--- src/rtl/mb32_pkg.sv ---
// Shared types and helpers for the mb32 load/store unit.
// Sizes, FSM states and lane arithmetic used by the LSU and its bench.
package mb32_pkg;

    typedef enum logic [1:0] {
        SZ_B = 2'b00,
        SZ_H = 2'b01,
        SZ_W = 2'b10,
        SZ_X = 2'b11
    } sz_t;

    typedef enum logic [2:0] {
        IDLE,
        ACC1,
        ACC2,
        CAP1,
        CAP2,
        DONE
    } lsu_state_t;

    function automatic logic [2:0] nbytes(sz_t sz);
        unique case (sz)
            SZ_B:    return 3'd1;
            SZ_H:    return 3'd2;
            SZ_W:    return 3'd4;
            default: return 3'd0;
        endcase
    endfunction

    function automatic logic is_split(logic [1:0] o,
                                      logic [2:0] n);
        return ({1'b0, o} + n) > 3'd4;
    endfunction

endpackage

--- src/rtl/mb32_lsu_if.sv ---
// Core-side request/response handshake of the mb32 LSU.
// master = core, slave = LSU.
interface mb32_lsu_if #(
    parameter int ADDR_W = 17
) ();

    logic              req_valid;
    logic              req_ready;
    logic              req_we;
    logic [1:0]        req_sz;
    logic [ADDR_W-1:0] req_addr;
    logic [31:0]       req_wdata;
    logic              rsp_valid;
    logic [31:0]       rsp_rdata;
    logic              rsp_err;

    modport master (
        output req_valid, req_we, req_sz,
        output req_addr, req_wdata,
        input  req_ready, rsp_valid,
        input  rsp_rdata, rsp_err
    );

    modport slave (
        input  req_valid, req_we, req_sz,
        input  req_addr, req_wdata,
        output req_ready, rsp_valid,
        output rsp_rdata, rsp_err
    );

endinterface

--- src/rtl/mb32_lane_align.sv ---
// Big-endian lane steering: right-justified data <-> two-word window.
// Offset o, length n place the access at bytes o..o+n-1 of {A,B}.
module mb32_lane_align (
    input  logic [1:0]  o,
    input  logic [2:0]  n,
    input  logic [31:0] wdata,
    input  logic [63:0] r64,
    output logic [63:0] w64,
    output logic [7:0]  m8,
    output logic [31:0] rdata
);

    logic [2:0]  sh;
    logic [5:0]  bsh;
    logic [31:0] keep;

    always_comb begin
        // 8-o-n taken modulo 8
        sh    = 3'd0 - {1'b0, o} - n;
        bsh   = {sh, 3'b000};
        w64   = {32'h0, wdata} << bsh;
        m8    = ((8'd1 << n) - 8'd1) << sh;
        // n=4 shifts out to 0, so the mask wraps to all ones
        keep  = (32'd1 << {n, 3'b000}) - 32'd1;
        rdata = 32'(r64 >> bsh) & keep;
    end

endmodule

--- src/rtl/mb32_lsu.sv ---
// Load/store unit between the eForth core and the 32-bit SRAM bus.
// Byte/half/word requests become one or two word cycles with masks.
module mb32_lsu
    import mb32_pkg::*;
#(
    parameter int ADDR_W   = 17,
    parameter bit SPLIT_EN = 1'b1
) (
    input  logic              clk,
    input  logic              rst,
    mb32_lsu_if.slave         lsu,
    output logic [ADDR_W-3:0] mem_ai,
    output logic [31:0]       mem_vi,
    output logic [3:0]        mem_bmsk,
    output logic              mem_we,
    input  logic [31:0]       mem_vo
);

    lsu_state_t        state;
    logic              q_we;
    sz_t               q_sz;
    logic [ADDR_W-1:0] q_addr;
    logic [31:0]       q_wdata;
    logic [31:0]       capa;

    logic [1:0]        o;
    logic [2:0]        n;
    logic              split;
    logic [ADDR_W-3:0] wa;
    logic [ADDR_W-3:0] wb;
    logic [63:0]       w64;
    logic [63:0]       r64;
    logic [7:0]        m8;
    logic [31:0]       rdata;

    sz_t               in_sz;
    logic              in_err;
    logic              accept;

    assign o      = q_addr[1:0];
    assign n      = nbytes(q_sz);
    assign split  = is_split(o, n);
    assign wa     = q_addr[ADDR_W-1:2];
    assign wb     = wa + (ADDR_W-2)'(1);

    assign in_sz  = sz_t'(lsu.req_sz);
    assign in_err = (in_sz == SZ_X) ||
                    (!SPLIT_EN &&
                     is_split(lsu.req_addr[1:0],
                              nbytes(in_sz)));
    assign accept = lsu.req_valid && lsu.req_ready;

    // word A already captured when word B arrives
    assign r64 = (state == CAP2) ? {capa, mem_vo}
                                 : {mem_vo, 32'h0};

    mb32_lane_align u_align (
        .o     (o),
        .n     (n),
        .wdata (q_wdata),
        .r64   (r64),
        .w64   (w64),
        .m8    (m8),
        .rdata (rdata)
    );

    always_comb begin
        mem_ai   = '0;
        mem_vi   = '0;
        mem_bmsk = '0;
        mem_we   = 1'b0;
        unique case (state)
            ACC1: begin
                mem_ai = wa;
                if (q_we) begin
                    mem_vi   = w64[63:32];
                    mem_bmsk = m8[7:4];
                    mem_we   = !rst;
                end
            end
            ACC2: begin
                mem_ai = wb;
                if (q_we) begin
                    mem_vi   = w64[31:0];
                    mem_bmsk = m8[3:0];
                    mem_we   = !rst;
                end
            end
            default: ;
        endcase
    end

    always_ff @(posedge clk) begin
        if (rst) begin
            state         <= IDLE;
            q_we          <= 1'b0;
            q_sz          <= SZ_B;
            q_addr        <= '0;
            q_wdata       <= '0;
            capa          <= '0;
            lsu.req_ready <= 1'b1;
            lsu.rsp_valid <= 1'b0;
            lsu.rsp_rdata <= '0;
            lsu.rsp_err   <= 1'b0;
        end else begin
            lsu.rsp_valid <= 1'b0;
            unique case (state)
                IDLE: begin
                    if (accept) begin
                        q_we          <= lsu.req_we;
                        q_sz          <= in_sz;
                        q_addr        <= lsu.req_addr;
                        q_wdata       <= lsu.req_wdata;
                        lsu.req_ready <= 1'b0;
                        if (in_err) begin
                            state         <= DONE;
                            lsu.rsp_valid <= 1'b1;
                            lsu.rsp_err   <= 1'b1;
                            lsu.rsp_rdata <= '0;
                        end else begin
                            state <= ACC1;
                        end
                    end
                end
                ACC1: begin
                    if (split) begin
                        state <= ACC2;
                    end else if (q_we) begin
                        state         <= DONE;
                        lsu.rsp_valid <= 1'b1;
                        lsu.rsp_err   <= 1'b0;
                        lsu.rsp_rdata <= '0;
                    end else begin
                        state <= CAP1;
                    end
                end
                ACC2: begin
                    if (q_we) begin
                        state         <= DONE;
                        lsu.rsp_valid <= 1'b1;
                        lsu.rsp_err   <= 1'b0;
                        lsu.rsp_rdata <= '0;
                    end else begin
                        capa  <= mem_vo;
                        state <= CAP2;
                    end
                end
                CAP1, CAP2: begin
                    state         <= DONE;
                    lsu.rsp_valid <= 1'b1;
                    lsu.rsp_err   <= 1'b0;
                    lsu.rsp_rdata <= rdata;
                end
                DONE: begin
                    state         <= IDLE;
                    lsu.req_ready <= 1'b1;
                    lsu.rsp_err   <= 1'b0;
                end
                default: begin
                    state         <= IDLE;
                    lsu.req_ready <= 1'b1;
                end
            endcase
        end
    end

endmodule

--- src/flat_wrapper.sv ---
// flat-port wrapper written by rule: the top's interface ports become plain ports
module mb32_lsu_flat import mb32_pkg::*;
#(
    parameter int ADDR_W   = 17,
    parameter bit SPLIT_EN = 1'b1
)
  (clk, rst, mem_ai, mem_vi, mem_bmsk, mem_we, mem_vo, lsu_req_valid, lsu_req_we, lsu_req_sz, lsu_req_addr, lsu_req_wdata, lsu_req_ready, lsu_rsp_valid, lsu_rsp_rdata, lsu_rsp_err);
  mb32_lsu_if #(.ADDR_W(ADDR_W)) lsu_i ();
  input  logic clk;
  input  logic rst;
  output logic [ADDR_W-3:0] mem_ai;
  output logic [31:0] mem_vi;
  output logic [3:0] mem_bmsk;
  output logic mem_we;
  input  logic [31:0] mem_vo;
  input wire logic [$bits(lsu_i.req_valid)-1:0] lsu_req_valid;
  input wire logic [$bits(lsu_i.req_we)-1:0] lsu_req_we;
  input wire logic [$bits(lsu_i.req_sz)-1:0] lsu_req_sz;
  input wire logic [$bits(lsu_i.req_addr)-1:0] lsu_req_addr;
  input wire logic [$bits(lsu_i.req_wdata)-1:0] lsu_req_wdata;
  output wire logic [$bits(lsu_i.req_ready)-1:0] lsu_req_ready;
  output wire logic [$bits(lsu_i.rsp_valid)-1:0] lsu_rsp_valid;
  output wire logic [$bits(lsu_i.rsp_rdata)-1:0] lsu_rsp_rdata;
  output wire logic [$bits(lsu_i.rsp_err)-1:0] lsu_rsp_err;
  assign lsu_i.req_valid = lsu_req_valid;
  assign lsu_i.req_we = lsu_req_we;
  assign lsu_i.req_sz = lsu_req_sz;
  assign lsu_i.req_addr = lsu_req_addr;
  assign lsu_i.req_wdata = lsu_req_wdata;
  assign lsu_req_ready = lsu_i.req_ready;
  assign lsu_rsp_valid = lsu_i.rsp_valid;
  assign lsu_rsp_rdata = lsu_i.rsp_rdata;
  assign lsu_rsp_err = lsu_i.rsp_err;
  mb32_lsu #(.ADDR_W(ADDR_W), .SPLIT_EN(SPLIT_EN)) u_core (.clk(clk), .rst(rst), .lsu(lsu_i), .mem_ai(mem_ai), .mem_vi(mem_vi), .mem_bmsk(mem_bmsk), .mem_we(mem_we), .mem_vo(mem_vo));
endmodule
--- config.mk ---
export PLATFORM = sky130hd
export DESIGN_NAME = mb32_lsu_flat
export DESIGN_NICKNAME = d
export VERILOG_FILES = /design/src/rtl/mb32_pkg.sv /design/src/rtl/mb32_lsu_if.sv /design/src/rtl/mb32_lane_align.sv /design/src/rtl/mb32_lsu.sv /design/src/flat_wrapper.sv
export SDC_FILE = /design/constraint.sdc
export NUM_CORES = 1
export LEC_CHECK = 0
export BUFFER_PORTS_ARGS = -buffer_cell sky130_fd_sc_hd__clkbuf_2
export CAP_MARGIN = 20
export CELL_PAD_IN_SITES_DETAIL_PLACEMENT = 1
export CELL_PAD_IN_SITES_GLOBAL_PLACEMENT = 1
export CORE_ASPECT_RATIO = 0.75
export CORE_UTILIZATION = 44
export CTS_CLUSTER_DIAMETER = 50
export CTS_CLUSTER_SIZE = 14
export DETAILED_ROUTE_END_ITERATION = 10
export GPL_TIMING_DRIVEN = 0
export PLACE_DENSITY_LB_ADDON = 0.15
export SLEW_MARGIN = 20
export SYNTH_ARGS = -nofsm -noshare
export SYNTH_HDL_FRONTEND = slang
export SYNTH_SLANG_ARGS = --single-unit
--- constraint.sdc ---
create_clock -name clk -period 9.1 [get_ports clk]
set_input_delay 0.91 -clock clk [delete_from_list [all_inputs] [get_ports clk]]
set_output_delay 0.91 -clock clk [all_outputs]
set_load 0.02 [all_outputs]
* Yosys cells after proc, flatten, opt, wreduce, memory -nomap -nowiden
Index checks and enable logic that the tools add are counted.
** Storage, ports and cells
- Flip-flop bits (word level) :: 122
- Bits of input ports :: 87
- Output and inout port bits :: 87
- Logic and storage cells :: 85
** Cells by class
- Add/subtract/negate cells :: 6
- Order comparisons :: 1
- Equal/unequal tests :: 11
- Shift operators :: 5
- Multiplexer cells :: 34
- Bitwise operators :: 3
- Reductions and logical operators :: 15
** Operators with widths (number)
- 2-to-1 mux 32 bit :: 6
- case mux 32 bit (4 select lines) :: 1
- 2-to-1 mux 64 bit :: 1
- case mux 32 bit (2 select lines) :: 1
- << shifter 32 x 6 -> 64 bit :: 1
- right shift 64 x 6 -> 32 bit :: 1
- bitwise AND 32 bit :: 1
- << shifter 1 x 6 -> 32 bit (first input constant) :: 1
- subtractor 32 x 1 -> 32 bit (second input constant) :: 1
- case mux 15 bit (2 select lines) :: 1
- adder 15 x 1 -> 15 bit (second input constant) :: 1
- 2-to-1 mux 1 bit :: 12
- 2-to-1 mux 3 bit :: 4
- case mux 3 bit (4 select lines) :: 1
- case mux 3 bit (3 select lines) :: 1
- 2-to-1 mux 4 bit :: 2
- case mux 1 bit (4 select lines) :: 2
- case mux 4 bit (2 select lines) :: 1
- AND reduction 4 bit :: 2
- nonzero test 4 bit :: 2
- << shifter 1 x 3 -> 8 bit (first input constant) :: 1
- << shifter 8 x 3 -> 8 bit :: 1
- subtractor 8 x 1 -> 8 bit (second input constant) :: 1
- == test 3 x 2 -> 1 bit (second input constant) :: 2
- 20 further kinds :: 27

* Depth between registers and ports, before layout
Gate-level depths: netlist of run 1.
- Word-level depth :: 7
- Depth in mapped cells :: 12
- Gate-level depth less buffers :: 10

* Hierarchy
Synthesis of run 1 repeated with hierarchy kept, for this count alone.
** Unflattened totals
- Cells, all modules :: 1185
- Area total of the unflattened synthesis :: 9334.0 um^2
** By module, submodules not included
- mb32_lsu :: times used 1, cells each 693, area each 5820.6 um^2, seq. area each 2442.3 um^2
- mb32_lane_align :: times used 1, cells each 492, area each 3513.4 um^2, seq. area each 0.0 um^2

* Worst setup path after synthesis of run 1
OpenSTA, ideal clock, no wires.
- Path type :: register to output
- Start point :: register u_core.q_sz[0]
- End point :: output mem_vi[30]
- Arrival time :: 2.812 ns
- Data required time :: 8.190 ns
- Path slack :: 5.378 ns
- Stages on the path, launching flop included :: 13
- Path buffers :: 2
- Cells stage by stage :: dfxtp_1 inv_1 ha_1 inv_1 ha_1 ha_1 xor2_1 xor2_1 clkbuf_1 mux2i_1 nand2_1 buf_2 a211oi_1
** On the way
- Cells in the longest elaborated chain, start to end :: 6
- Elaborated cells between the ends (all ways) :: 9
- Those cells by class :: add/sub: 1; eq/ne: 2; shift: 1; mux: 4; reduce/logical: 1
** Ends and longest elaborated chain
- from (decl) :: line mb32_lsu.sv:21 : sz_t q_sz;
- from (signal assigned) :: line mb32_lsu.sv:111 : q_sz <= in_sz;
- == test 2 bit, or another cell as far along :: line mb32_pkg.sv:22 : unique case (sz)
- case mux 3 bit (3 select lines) (*) :: line mb32_pkg.sv:22
- subtractor 3 bit (*) :: line mb32_lane_align.sv:19 : sh = 3'd0 - {1'b0, o} - n;
- << shifter 32 x 6 -> 64 bit (*) :: line mb32_lane_align.sv:21 : w64 = {32'h0, wdata} << bsh;
- 2-to-1 mux 32 bit (on tied branches) :: line mb32_lsu.sv:83, mb32_lsu.sv:75
- case mux 32 bit (2 select lines) (*) :: line mb32_lsu.sv:72 : unique case (state)
- to (decl) :: line flat_wrapper.sv:12 : output logic [31:0] mem_vi;
Every way passes the cells marked *; elsewhere a longest branch is shown, timed or not.

* Worst setup path in the final report of run 1
- Start point :: register u_core.q_sz[1]
- End point :: output mem_vi[21]
Same word-level chain as after synthesis.

==> flow_metrics.env, run 1 <==
export IMPL_powerDensity_nw_per_um2=259
export IMPL_cts_root_buf="clkbuf_16"
export IMPL_hold_end="u_core.lsu.rsp_rdata[4]$_SDFFE_PP0P_"
export IMPL_comb_power_share_pct=44.7
export IMPL_hold_path_class="reg -> reg"
export IMPL_wire_per_inst_um=24.2
export IMPL_power_leakage_nw=4.04
export IMPL_cts_clk_slew_worst_paths_ns=0.06
export IMPL_worstPathArrival_ns=4.44
export IMPL_firstDrtPassIters=5
export IMPL_cts_sinks=122
export IMPL_required_ns=8.19
export IMPL_core_um2=17600
export IMPL_synthArstFlopShare_pct=0
export IMPL_slew_violations=0
export IMPL_top_level_ports=174
export IMPL_status="complete, no violations"
export IMPL_min_path_cells=1
export IMPL_vdd_drop_max_v=0.000140
export IMPL_syn_nets=1082
export IMPL_numPortBuffers=173
export IMPL_fmax_mhz=187
export IMPL_drv_cap=0
export IMPL_fp_dieH_um=118
export IMPL_syn_inst=984
export IMPL_dr_total_vias=9108
export IMPL_fin_crit_ns=5.35
export IMPL_end_kind="output port"
export IMPL_synth_compound_gate_area_share_pct=25.1
export IMPL_clock_skew_ns=0.0101
export IMPL_reg2reg_slack_ns=5.28
export IMPL_p_switching_mw=1.11
export IMPL_hold_viol=0
export IMPL_num_fill_cells=2231
export IMPL_cts_buffers=17
export IMPL_synth_top_family_by_area="compound AO/OA/AOI/OAI gates"
export IMPL_power_mw=2.51
export IMPL_worst_slew_pin_slew_ns=1.04
export IMPL_synth_simple_area_share_pct=18.1
export IMPL_die_w_um=157
export IMPL_num_rows=42
export IMPL_grt_pass1_wl_mm=52.3
export IMPL_routed_wl_mm=34.7
export IMPL_start_util_pct=45.0
export IMPL_sw_frac_of_total_pct=44.0
export IMPL_cts_buffer_depth=2
export IMPL_synthMuxAreaShare_pct=18.1
export IMPL_grt_max_degree=17
export IMPL_r2r_start="u_core.q_sz[1]$_SDFFE_PP0P_"
export IMPL_critPathKind="reg -> out"
export IMPL_setup_tns_ns=0
export IMPL_dp_hpwl_mm=25.6
export IMPL_syn_area_per_cell_um2=8.04
export IMPL_grt_usage_pct=37.9
export IMPL_p_int_mw=1.41
export IMPL_vias_per_cell=6.36
export IMPL_area_growth_pct=22.7
export IMPL_grt_ovfl_total=0
export IMPL_clkLatencyLatePin_ns=0.44
export IMPL_synth_xor_area_share_pct=0.885
export IMPL_die_area_um2=18500
export IMPL_power_frac_clock_pct=29.2
export IMPL_cts_tree="built"
export IMPL_cp_max_fo=10
export IMPL_max_slew_margin_pct=30.2
export IMPL_finalSetupViolations=0
export IMPL_synth_edff_count=0
export IMPL_drive_gt1_share_pct=23.0
export IMPL_routabilityCongestion=1.03
export IMPL_grt_pass1_vias=8664
export IMPL_cts_resized=0
export IMPL_p_seq_share_pct=26.0
export IMPL_detail_route_antenna_nets=0
export IMPL_fin_crit_sh_pct=58.8
export IMPL_synth_cell_area_um2=7910
export IMPL_yosys_area_share_adder_pct=1.74
export IMPL_yosys_warnings=0
export IMPL_rr_worst_depth=11
export IMPL_post_cts_buffers=0
export IMPL_rsz0062_at_grt="false"
export IMPL_synth_seq_cells=122
export IMPL_route_detailed_drc=0
export IMPL_ys_types=65
export IMPL_ys_flop_type="dfxtp_1"
export IMPL_antenna_found_initial=1
export IMPL_ctsHoldBuffers=0
export IMPL_critPathLaunchType="flip-flop"
export IMPL_nets=1274
export IMPL_timing_rr_end="u_core.lsu.rsp_rdata[3]$_SDFFE_PP0P_"
export IMPL_drt_initial_drc_count=1022
export IMPL_h_tree_depth=4
export IMPL_synth_yosys_seq_area_share_pct=30.9
export IMPL_hold_start="u_core.lsu.rsp_rdata[4]$_SDFFE_PP0P_"
worst max-delay path: stages, from the launching register on:
cell and delay, ns:
dfxtp_1 0.37, inv_1 0.14, ha_1 0.30, inv_1 0.07, ha_1 0.18, ha_1 0.27, clkbuf_1 0.38, clkbuf_1 0.64
clkbuf_1 0.77, mux2i_1 0.19, nor2_1 0.16, a21oi_1 0.06, o2bb2ai_1 0.26, clkbuf_2 0.21
synthesized netlist by cell type (11+ instances only):
library cell,count,area [um^2]
o2bb2ai_1,20,175
a221o_1,15,150
ha_1,11,138
dfxtp_1,122,2440
nand2_1,230,863
inv_1,13,48.8
a22oi_1,18,135
nor2_1,19,71.3
a21oi_1,129,646
and2_1,14,87.6
mux4_2,22,495
mux2_2,13,146
buf_2,14,70.1
nand3_1,12,60.1
clkbuf_1,58,218
o21ai_0,47,235
mux2i_1,74,741
registers in the layout (all words and copies together), names as in the netlist:
signal and cells:
u_core.q_we 1, u_core.q_wdata 32, u_core.lsu.req_ready 1, u_core.capa 32
u_core.q_sz 2, u_core.state 3, u_core.lsu.rsp_err 1, u_core.q_addr 17
u_core.lsu.rsp_rdata 32, u_core.lsu.rsp_valid 1
worst max-delay path by stage:
stage	slack, ns	endpoint	startpoint	depth (start not counted)
final	3.75	mem_vi[21]	u_core.q_sz[1]$_SDFFE_PP0P_	13
after global routing	3.67	mem_vi[21]	u_core.q_sz[1]$_SDFFE_PP0P_	13
after CTS	3.94	mem_vi[21]	u_core.q_sz[1]$_SDFFE_PP0P_	13
after detailed placement	4.48	mem_vi[7]	u_core.q_sz[1]$_SDFFE_PP0P_	12
after global placement	4.53	mem_vi[1]	u_core.q_sz[0]$_SDFFE_PP0P_	12
after floorplan	5.38	mem_vi[30]	u_core.q_sz[0]$_SDFFE_PP0P_	12
cell families (layout without fill, tap and decap cells):
| family | Yosys count | count (layout) |
|---|---|---|
| AO/OA/AOI/OAI | 309 | 309 |
| XOR/XNOR | 8 | 8 |
| buffers and inverters | 97 | 302 |
| flip-flops | 122 | 122 |
| multiplexers | 113 | 113 |
| AND/OR/NAND/NOR | 324 | 324 |
| adder cells (fa/ha/maj) | 11 | 11 |
| other | 0 | 1 |
final cells by class:
type / count / area, um^2 / share of cell area, %
diodes: 1 / 2.50 / 0.0258
flip-flops and latches: 122 / 2440 / 25.2
multi-input cells: 765 / 5050 / 52.0
inverters: 14 / 52.6 / 0.541
well taps: 242 / 303 / 3.12
clock inverters: 14 / 186 / 1.92
plain buffers: 83 / 367 / 3.78
clock buffers: 18 / 439 / 4.52
repair buffers: 173 / 866 / 8.92
per-stage QoR:
| stage | std cells | utilization, % | hold WS [ns] | area, um^2 | setup slack (ns) |
|---|---|---|---|---|---|
| 4_1_cts | 1431 | 55.1 | 0.456 | 9710 | 3.94 |
| 6_report | 1432 | 55.2 | 0.452 | 9710 | 3.75 |
| 3_3_place_gp | 1399 | 51.6 | 0.433 | 9080 | 4.53 |
| 2_1_floorplan | 984 | - | 0.443 | 7910 | 5.38 |
| 5_1_grt | 1431 | 55.1 | 0.475 | 9710 | 3.67 |
| 3_5_place_dp | 1399 | 51.6 | 0.442 | 9080 | 4.48 |
power by group through the flow:
stage               clock network (mW)  logic, mW  registers, mW
floorplan                            0      0.708          0.652
global placement                     0       1.04          0.656
detailed placement                   0       1.06          0.660
CTS                              0.739       1.08          0.650
global route                     0.763       1.17          0.660
finish                           0.734       1.12          0.654
placed cells by master (no fill, tap or decap), types with 5 or more instances in the layout:
master,count
nand3_1,12
nor3_1,9
o221ai_1,6
and2_1,14
mux2i_1,74
a21o_1,10
a21oi_1,129
a221o_1,15
o2bb2ai_1,20
nand2_1,230
or3_1,8
o21ai_0,47
dfxtp_1,122
clkbuf_16,17
a211oi_1,10
clkbuf_2,173
buf_2,14
o22ai_1,9
a22oi_1,18
a32o_1,5
inv_1,13
a22o_1,5
buf_1,5
nand2b_1,5
mux4_2,22
ha_1,11
mux2_2,13
nor2_1,19
clkbuf_1,58
layer usage:
| metal | GRT usage, % | share of wire [%] | vias to the layer above |
|---|---|---|---|
| met1 | 54.4 | 44 | 4446 |
| met4 | 11.2 | 2.3 | 2 |
| met2 | 51.9 | 40 | 596 |
| met5 | 0 | 0.052 | - |
| li1 | - | - | 3979 |
| met3 | 14.4 | 13 | 85 |
(Power assumes the default switching activity.)
==> run 2: changes to the inputs <==
--- a/config.mk
+++ b/config.mk
@@ -10,7 +10,7 @@
 export CELL_PAD_IN_SITES_DETAIL_PLACEMENT = 1
 export CELL_PAD_IN_SITES_GLOBAL_PLACEMENT = 1
 export CORE_ASPECT_RATIO = 0.75
-export CORE_UTILIZATION = 44
+export CORE_UTILIZATION = 37
 export CTS_CLUSTER_DIAMETER = 50
 export CTS_CLUSTER_SIZE = 14
 export DETAILED_ROUTE_END_ITERATION = 10
==> constraint.sdc (replaced) <==
create_clock -name clk -period 4.3 [get_ports clk]
set_input_delay 0.43 -clock clk [delete_from_list [all_inputs] [get_ports clk]]
set_output_delay 0.43 -clock clk [all_outputs]
set_load 0.02 [all_outputs]
==> run 2 against run 1 <==
- critical path type unchanged
- highest routed layer is now met4
- count of clock-buffer cells in the layout up 2
- cell area grew 1.1%
- sequential share of layout area decreased by 0.28 points
- clock skew shrank 0.0054 ns
- final cell count is 2.7% higher
- sequential power rose by 110%
- setup slack got worse by 3.5 ns
- global-route usage down 6.3 points
==> flow_metrics.env, run 2 (same netlist as run 1, synthesis figures left out) <==
export IMPL_cp_max_fo=10
export IMPL_cts_clk_slew_worst_paths_ns=0.06
export IMPL_die_area_um2=22000
export IMPL_core_um2=20600
export IMPL_rsz0062_at_grt="false"
export IMPL_area_growth_pct=24.1
export IMPL_worst_slew_pin_slew_ns=0.935
export IMPL_h_tree_depth=4
export IMPL_cts_sinks=122
export IMPL_fmax_mhz=245
export IMPL_hold_path_class="in -> reg"
export IMPL_dr_total_vias=8693
export IMPL_mostFrequentLayoutCell="nand2_1"
export IMPL_antenna_diode_count=0
export IMPL_critPathKind="reg -> out"
export IMPL_grt_usage_pct=31.6
export IMPL_slew_violations=0
export IMPL_nets=1273
export IMPL_num_rows=45
export IMPL_drive_gt1_share_pct=24.7
export IMPL_fin_crit_sh_pct=94.8
export IMPL_detail_route_antenna_nets=0
export IMPL_hold_viol=0
export IMPL_max_slew_margin_pct=37.5
export IMPL_clkLatencyLatePin_ns=0.42
export IMPL_routabilityCongestion=0.972
export IMPL_cts_tree="built"
export IMPL_routed_wl_mm=34.0
export IMPL_post_cts_buffers=0
export IMPL_firstDrtPassIters=5
export IMPL_worstPathArrival_ns=3.65
export IMPL_finalSetupViolations=0
export IMPL_grt_ovfl_total=0
export IMPL_powerDensity_nw_per_um2=539
export IMPL_dpl_cell_area_um2=9130
export IMPL_top_regs="u_core.capa (32), u_core.lsu.rsp_rdata (32), u_core.q_wdata (32)"
export IMPL_cts_buffer_depth=2
export IMPL_route_detailed_drc=0
export IMPL_grt_pass1_vias=8388
export IMPL_vdd_drop_max_v=0.000356
export IMPL_start_util_pct=38.4
export IMPL_power_leakage_nw=4.08
export IMPL_clock_skew_ns=0.00474
export IMPL_antenna_found_initial=0
export IMPL_cts_root_buf="clkbuf_16"
export IMPL_die_w_um=171
export IMPL_drt_initial_drc_count=860
export IMPL_fin_crit_ns=4.08
export IMPL_critPathLaunchType="flip-flop"
export IMPL_top_level_ports=174
export IMPL_end_kind="output port"
export IMPL_setup_tns_ns=0
export IMPL_cts_buffers=17
export IMPL_required_ns=3.87
export IMPL_drv_cap=0
export IMPL_power_mw=5.29
export IMPL_numPortBuffers=173
export IMPL_dp_hpwl_mm=26.1
export IMPL_vias_per_cell=5.91
export IMPL_grt_max_degree=17
export IMPL_final_cell_mix="229 x nand2_1, 179 x clkbuf_2, 129 x a21oi_1"
export IMPL_grt_pass1_wl_mm=51.4
export IMPL_design_area_um2=9820
export IMPL_wire_per_inst_um=23.1
export IMPL_status="complete, no violations"
export IMPL_fp_dieH_um=129
==> run 2: changes by cell type in the layout (fill, tap and decap cells not counted), moves of 3 or more <==
cell	previous run	this run
clkinv_2	0	4
clkbuf_2	173	179
clkbuf_1	58	50
inv_6	4	0
clkbuf_4	0	3
==> run 2: repair_timing <==
item | CTS | global route
hold buffers | 0 | 0
endpoints found under the hold margin | 0 | 0
gates resized for setup | 8 | 27
endpoints found under the setup margin | 34 | 36
==> run 2: per-stage QoR <==
stage	setup slack, ns	utilization (%)	cells	hold WS, ns
floorplan	1.06	-	984	0.443
global placement	0.149	44.3	1439	0.437
detailed placement	0.108	44.3	1439	0.441
CTS	0.0246	47.4	1471	0.213
global route	0.0235	47.7	1470	0.230
finish	0.225	47.7	1470	0.219
==> run 2: routing by layer <==
layer	share of wire (%)	vias to the layer above	routed length (um)	track usage (%)
met5	0	-	0	0
met4	1.6	0	536	6.99
met3	11	48	3690	9.72
met2	40	454	13600	44.1
met1	48	4224	16200	46.9
li1	-	3967	-	-
==> run 2: worst max-delay path, stage by stage (launching register included) <==
cell      delay [ns]
dfxtp_1         0.36
inv_1           0.12
ha_2            0.26
inv_1           0.06
ha_1            0.18
ha_1            0.21
xor2_2          0.22
xor2_1          0.22
clkbuf_2        0.27
mux2i_2         0.34
nand2_2         0.18
buf_2           0.27
a211oi_1        0.30
clkbuf_2        0.23
==> run 2: final timing paths <==
kind	end	depth (start not counted)	slack, ns	from
worst max-delay path	mem_vi[30]	13	0.22	u_core.q_sz[1]$_SDFFE_PP0P_
worst min-delay path	u_core.q_wdata[28]$_SDFFE_PP0P_	3	0.22	lsu_req_wdata[28]
worst min register to register	u_core.lsu.rsp_rdata[5]$_SDFFE_PP0P_	1	0.45	u_core.lsu.rsp_rdata[5]$_SDFFE_PP0P_
worst max register to register	u_core.lsu.rsp_rdata[9]$_SDFFE_PP0P_	11	1.00	u_core.q_sz[1]$_SDFFE_PP0P_
==> run 2: area by class of cell <==
type / instances / area, um^2
plain buffers: 82 / 384
clock buffers: 20 / 447
clock inverters: 12 / 173
fillers: 2611 / 10800
inverters: 14 / 52.6
multi-input cells: 765 / 5100
flip-flops and latches: 122 / 2440
well taps: 282 / 353
repair buffers: 173 / 866
==> run 2: power breakdown <==
| part | leakage (nW) | internal (mW) | switching (mW) |
|---|---|---|---|
| Clock | 0.300 | 0.982 | 0.562 |
| Combinational | 2.79 | 0.811 | 1.56 |
| Sequential | 0.991 | 1.25 | 0.132 |
| Total | 4.08 | 3.04 | 2.25 |
